--- src/rtl/bcd_updown_counter.sv ---
// N-digit BCD up/down counter with parallel load, wrap/saturate limits and a
// lap-hold display register that freezes the shown value while counting continues.
module bcd_updown_counter #(
  parameter int unsigned DIGITS = 4,
  parameter bit          WRAP   = 1'b1
) (
  input  logic                  clk_10Hz,
  input  logic                  reset,
  input  logic                  en,
  input  logic                  up,
  input  logic                  load,
  input  logic [4*DIGITS-1:0]   load_value,
  input  logic                  lap,
  output logic [4*DIGITS-1:0]   count,
  output logic [4*DIGITS-1:0]   display,
  output logic                  lap_active,
  output logic                  ovf
);

  localparam int unsigned W = 4 * DIGITS;

  typedef enum logic [0:0] {StRun, StLap} state_e;

  state_e         state_q;
  logic [W-1:0]   count_q, count_d, display_q, step_val, clamped;
  logic           lap_q, ovf_q, ovf_d, carry, lap_rise;

  assign lap_rise = lap & ~lap_q;

  always_comb begin
    clamped  = '0;
    step_val = count_q;
    carry    = 1'b1;
    for (int unsigned k = 0; k < DIGITS; k++) begin
      clamped[4*k +: 4] = (load_value[4*k +: 4] > 4'd9) ? 4'd9 : load_value[4*k +: 4];
      // carry stays set only while every digit so far was at its limit
      if (carry) begin
        if (up) begin
          if (count_q[4*k +: 4] == 4'd9) begin
            step_val[4*k +: 4] = 4'd0;
          end else begin
            step_val[4*k +: 4] = count_q[4*k +: 4] + 4'd1;
            carry = 1'b0;
          end
        end else begin
          if (count_q[4*k +: 4] == 4'd0) begin
            step_val[4*k +: 4] = 4'd9;
          end else begin
            step_val[4*k +: 4] = count_q[4*k +: 4] - 4'd1;
            carry = 1'b0;
          end
        end
      end
    end

    count_d = count_q;
    ovf_d   = 1'b0;
    if (load) begin
      count_d = clamped;
    end else if (en) begin
      ovf_d   = carry;
      count_d = (carry && !WRAP) ? count_q : step_val;
    end
  end

  always_ff @(posedge clk_10Hz or posedge reset) begin
    if (reset) begin
      state_q   <= StRun;
      count_q   <= '0;
      display_q <= '0;
      lap_q     <= 1'b0;
      ovf_q     <= 1'b0;
    end else begin
      lap_q   <= lap;
      count_q <= count_d;
      ovf_q   <= ovf_d;
      if (load) begin
        state_q   <= StRun;
        display_q <= count_d;
      end else begin
        unique case (state_q)
          StRun: begin
            if (lap_rise) begin
              state_q <= StLap;
            end else begin
              display_q <= count_d;
            end
          end
          StLap: begin
            if (lap_rise) begin
              state_q   <= StRun;
              display_q <= count_d;
            end
          end
          default: state_q <= StRun;
        endcase
      end
    end
  end

  assign count      = count_q;
  assign display    = display_q;
  assign ovf        = ovf_q;
  assign lap_active = (state_q == StLap);

endmodule

--- config.mk ---
export PLATFORM = sky130hd
export DESIGN_NAME = bcd_updown_counter
export DESIGN_NICKNAME = d
export VERILOG_FILES = /design/src/rtl/bcd_updown_counter.sv
export SDC_FILE = /design/constraint.sdc
export NUM_CORES = 1
export LEC_CHECK = 0
export ABC_AREA = 1
export CAP_MARGIN = 20
export CORE_MARGIN = 8
export CORE_UTILIZATION = 30
export DETAILED_ROUTE_END_ITERATION = 7
export MAX_ROUTING_LAYER = met4
export PLACE_DENSITY_LB_ADDON = 0.08
export SLEW_MARGIN = 20
export SYNTH_ARGS = -nofsm -noshare
export SYNTH_HDL_FRONTEND = slang
export SYNTH_SLANG_ARGS = --single-unit
--- constraint.sdc ---
create_clock -name clk_10Hz -period 1.7 [get_ports clk_10Hz]
set_input_delay 0.34 -clock clk_10Hz [delete_from_list [all_inputs] [get_ports clk_10Hz]]
set_output_delay 0.34 -clock clk_10Hz [all_outputs]
set_load 0.01 [all_outputs]
==> results.yml, run 1 <==
layout:
  multiInputGateArea_um2: 1261
  fill_cells: 784
  regArea_um2: 882.1
  diodes: 0
  post-route-util_pct: 45.42
  fin_area_um2: 3294
  drive_above_1_share_pct: 18.53
  area_growth_pct: 46.77
  nets: 443
timing:
  finalSetupViolCount: 0
  hold_violations: 0
  clock.fmax_mhz: 593.8
  layout_min_cycle_time_ns: 1.684
  min_period_over_period_pct: 99.06
  slew_viol_final: 0
  tightestPinTransition_ns: 0.4385
  max_slew_margin_pct: 70.74
  rsz0062_at_grt: "true"
  finClkSkew_ns: 0.005399
setup_path:
  worstRegToRegCells: 10
  crit_fanout: 8
  r2r_setup_slack_ns: 0.07
  cpLargestDelayFamily: "buffers and inverters"
  critPathMaxStageDelay_ns: 0.59
  slowest_stage: "clkdlybuf4s50_1"
  cp.arrival_ns: 1.34
  cp.required_ns: 1.36
  setup.worst_path.start_class: "register"
  path_buf_inv: 1
  r2r_end: "display[4]"
  criticalPathCategory: "reg2out"
  worstPathCellList: "clkdlybuf4s50_1"
  cp-end-kind: "output port"
  r2r_start: "count[0]"
global_routing:
  grt_pass1_wl_mm: 11.41
  grt.total_usage_pct: 14.22
  antenna_found_initial: 0
  grt_pass1_vias: 2355
  grt-ovfl-total: 0
  grt_max_degree: 36
clocking:
  cts_root_buf: "clkbuf_8"
  cts_sinks: 35
  cts_tree: "built"
  clk_pin_slew_worst_paths_ns: 0.07
  cts_buffer_depth: 2
  cts_made_buffers: 5
  postCtsHoldBufs: 0
  htree_num_levels: 2
  clkLatencyLatePin_ns: 0.29
outcome:
  outcome: "finished, final reports clean"
power_and_ir_drop:
  leakage_nw: 1.656
  p_per_area_nw_per_um2: 781.0
  vdd_ir_drop_max_mv: 0.3741
synth:
  syn_inst: 334
  ys.warnings.count: 0
  synth_top_cell_by_area: "dfrtp_1"
  yosys-top-cells-count: "nand2_1, nand3_1, dfrtp_1, nor2_1, inv_1"
  yosysMostFrequentCell: "nand2_1"
  synth_nets: 356
  avgSynthCellArea_um2: 6.721
  synth.top_cell.area_share_pct: 39.02
  ys_seq_area_share_pct: 39.02
  yosys.cell_types.count: 25
  synth.area.top_cells: "dfrtp_1, nand2_1, nand3_1"
  synth_edf_count: 0
  synth.ff_latch_count: 35
  synth_ff_type: "dfrtp_1"
  synth-async-reset-ratio_pct: 100.0
  netlist_area_um2: 2245
detailed_routing:
  num_vias: 2389
  vias_per_cell: 4.594
  drtPass1Iterations: 4
  ant_nets: 0
  drt_iter0_markers: 134
  wl_per_cell_um: 13.51
  drc: 0
  routed_wl_mm: 7.023
placed_design:
  place_congestion: 0.9179
  io_buffers: 55
  dpl_cell_area_um2: 3129
  hpwl_mm: 5.492
floorplanning:
  initial_core_util_pct: 30.95
  die-area_um2: 10510
  pin_count: 56
  die_w_um: 102.5
  core_um2: 7253
  rows: 31
  die_height_um: 102.5
hold_path:
  hold_path_class: "in2async"
flow_run:
  cap_violations: 0
==> cell usage in the layout, fill, tap and decap left out, drive strengths merged <==
cell,n
nand2,130
clkdlybuf4s50,52
nand3,43
nor2,42
dfrtp,35
buf,33
inv,29
o21ai,18
a21oi,10
clkbuf,6
nand4,5
a31oi,5
and2,3
dlymetal6s2s,3
nor3,2
a21o,1
xor2,1
a22oi,1
nand3b,1
clkinv,1
==> layout make-up <==
class,count,area share [%]
clock buffers,6,2.507
well taps,99,3.760
flip-flops and latches,35,26.78
repair buffers,88,25.22
clock inverters,1,0.1519
multi-input cells,262,38.28
inverters,29,3.304
==> cells by family after synthesis <==
family | count (synthesis) | synth area share [%]
buf+inv | 38 | 6.633
xor+xnor | 1 | 0.3903
flops | 35 | 39.02
compound gates | 35 | 8.473
simple gates | 225 | 45.49
==> sequential cells by signal (all words and copies together) (netlist names) <==
register,count
lap_q,1
lap_active,1
display,16
ovf,1
count,16
==> metrics by stage <==
step	TNS [ns]	power, W	hold WS (ns)	instances	setup slack [ns]
after floorplan	0	0.001491	0.3714	334	0.2196
after global placement	-2.125	0.001959	0.4654	509	-0.1699
after detailed placement	-2.573	0.001949	0.4649	509	-0.1813
after CTS	0	0.002587	0.4084	519	0.001517
after global routing	-0.4149	0.002744	0.4558	520	-0.04974
final	0	0.002573	0.4023	520	0.01591
==> report_power, final <==
part | internal [W] | switching (W)
clock | 0.000318 | 0.000292
sequential | 0.000932 | 0.0000934
combinational | 0.000443 | 0.000495
total | 0.00169 | 0.000880
==> repair_timing <==
action	in CTS	in global routing
pin swaps	0	1
cloned	0	1
resized for setup	3	13
setup endpoints to repair	5	22
hold endpoints to repair	0	0
buffers inserted	3	0
==> routing by layer <==
metal  vias up  global-route usage (%)  routed length, um
li1       1246                       -                  -
met1      1090                   18.83               3548
met2        47                   21.63               3168
met3         6                   2.768                231
met4         0                   3.725                 75
met5         -                       -                  0
==> how the worst max path moves through the flow <==
stage	start	end	slack [ns]	depth (start not counted)
2_1_floorplan	count[9]	count[15]	0.22	10
3_3_place_gp	up	display[10]	-0.17	10
3_5_place_dp	up	display[10]	-0.18	11
4_1_cts	count[11]	count[11]	0.002	2
5_1_grt	count[8]	display[15]	-0.05	11
6_report	count[12]	count[12]	0.02	1
Note: power is estimated with default switching activity, not from simulation.
==> run 2, diff against run 1 <==
DONT_BUFFER_PORTS = 1   (was unset)
==> results.yml, run 2 (synthesis gave the netlist of run 1 again) <==
outcome:
  outcome: "finished, final reports clean"
layout:
  regArea_um2: 882.1
  fill_cells: 832
  fin_area_um2: 2660
  drive_above_1_share_pct: 20.39
  multiInputGateArea_um2: 1270
  layout_common_cells: "nand2_1, nand3_1, dfrtp_1"
  diodes: 0
  area_growth_pct: 18.51
  nets: 381
  final_common_cell: "nand2_1"
setup_path:
  r2r_end: "display[5]"
  worstRegToRegCells: 10
  setup.worst_path.start_class: "register"
  slowest_stage: "dfrtp_2"
  cp-end-kind: "register"
  crit_fanout: 8
  cp.arrival_ns: 1.80
  r2r_start: "count[0]"
  cp.required_ns: 1.92
  worstPathCellList: "nor2_4 > nand2_2 > nand2_4 > nand2_2 > nor2_8 > buf_4 > o21ai_1 > o21ai_2 > nand2_1 > nand2_1"
  r2r_setup_slack_ns: 0.12
  cpLargestDelayFamily: "simple AND/OR/NAND/NOR gates"
  crit_start: "count[0]"
  path_buf_inv: 1
  criticalPathCategory: "reg2reg"
  critPathMaxStageDelay_ns: 0.46
detailed_routing:
  ant_nets: 0
  drc: 0
  routed_wl_mm: 6.679
  drtPass1Iterations: 4
  num_vias: 2147
  vias_per_cell: 4.698
  wl_per_cell_um: 14.61
  drt_iter0_markers: 79
timing:
  max_slew_margin_pct: 69.72
  tightestPinTransition_ns: 0.4542
  tns_ns: 0
  hold_violations: 0
  layout_setup_ws_ns: 0.1228
  slew_viol_final: 0
  min_period_over_period_pct: 92.78
  clock.fmax_mhz: 634.0
  finalSetupViolCount: 0
  layout_min_cycle_time_ns: 1.577
  hold_slack_ns: 0.04798
  finClkSkew_ns: 0.009128
placed_design:
  hpwl_mm: 5.131
  place_congestion: 0.7982
  place_ws_ns: 0.06342
  dpl_cell_area_um2: 2486
  io_buffers: 0
power_and_ir_drop:
  vdd_ir_drop_max_mv: 0.3985
  p_per_area_nw_per_um2: 853.1
  leakage_nw: 1.365
  totalPowerFinal_w: 0.002269
clocking:
  cts_tree: "built"
  clkLatencyLatePin_ns: 0.28
  clk_pin_slew_worst_paths_ns: 0.07
  cts_buffer_depth: 2
  cts_made_buffers: 5
  cts_root_buf: "clkbuf_8"
  cts_sinks: 35
  htree_num_levels: 2
  postCtsHoldBufs: 0
global_routing:
  grt.total_usage_pct: 13.49
  grt-ovfl-total: 0
  antenna_found_initial: 0
  grt_pass1_vias: 2124
  grt_pass1_wl_mm: 10.79
  grt_max_degree: 36
hold_path:
  hold_path_class: "in2async"
floorplanning:
  die_height_um: 102.5
  die_w_um: 102.5
  pin_count: 56
  die-area_um2: 10510
  core_um2: 7253
  rows: 31
  initial_core_util_pct: 30.95
flow_run:
  cap_violations: 0
-- run 2: cell count changes in the layout (fill, tap and decap cells not counted) --
cell             change
nor2_1               -4
dlymetal6s2s_1       -3
nor2_4               +1
buf_4                -4
clkdlybuf4s50_1     -52
buf_12               -2
nor2_2               +2
clkinv_2             -1
clkbuf_1             +1
clkbuf_8             -1
-- run 2: layout make-up --
| type | instances | share of cell area (%) |
|---|---|---|
| multi-input combinational | 261 | 47.74 |
| sequential | 35 | 33.16 |
| timing repair buffer | 27 | 7.620 |
| tap | 99 | 4.657 |
| inverter | 29 | 4.092 |
| clock buffer | 6 | 2.728 |
-- run 2: worst reg2reg max path, cell delays in order (launching register included) --
cell and delay [ns]:
dfrtp_2 0.46, nor2_4 0.13, nand2_2 0.08, nand2_4 0.09, nand2_2 0.09, nor2_8 0.19, buf_4 0.15, o21ai_1 0.07
o21ai_2 0.14, nand2_1 0.07, nand2_1 0.06
-- run 2: worst max path at each step --
stage                       to  slack (ns)  depth (start not counted)
finish              display[5]        0.12                         10
global route        display[9]       -0.01                         11
CTS                  count[12]        0.04                         10
detailed placement   count[12]        0.06                         10
global placement     count[12]        0.05                         10
floorplan            count[15]        0.22                         10
-- run 2: layer usage --
layer | wire [um] | global-route usage, % | vias to the layer above
met5 | 0 | - | -
met4 | 57 | 3.725 | 0
met3 | 415 | 4.389 | 7
met2 | 2898 | 20.43 | 40
met1 | 3307 | 16.81 | 971
li1 | - | - | 1129
-- run 2: report_power, final --
group	internal [W]	leakage (nW)	total [W]	switching, W
clock	0.000273	0.0371	0.000547	0.000274
sequential	0.000932	0.420	0.00107	0.000139
combinational	0.000250	0.908	0.000651	0.000401
-- run 2: stage by stage --
step                      instances  utilization [%]
after global routing            457            36.67
after CTS                       451            35.28
after detailed placement        445            34.28
final                           457            36.67
after global placement          445            34.28
after floorplan                 334                -
-- run 2: what timing repair did --
item,4_1_cts,5_1_grt
endpoints found under the setup margin,0,14
resized for setup,0,19
hold endpoints to repair,0,0
setup buffers,0,6
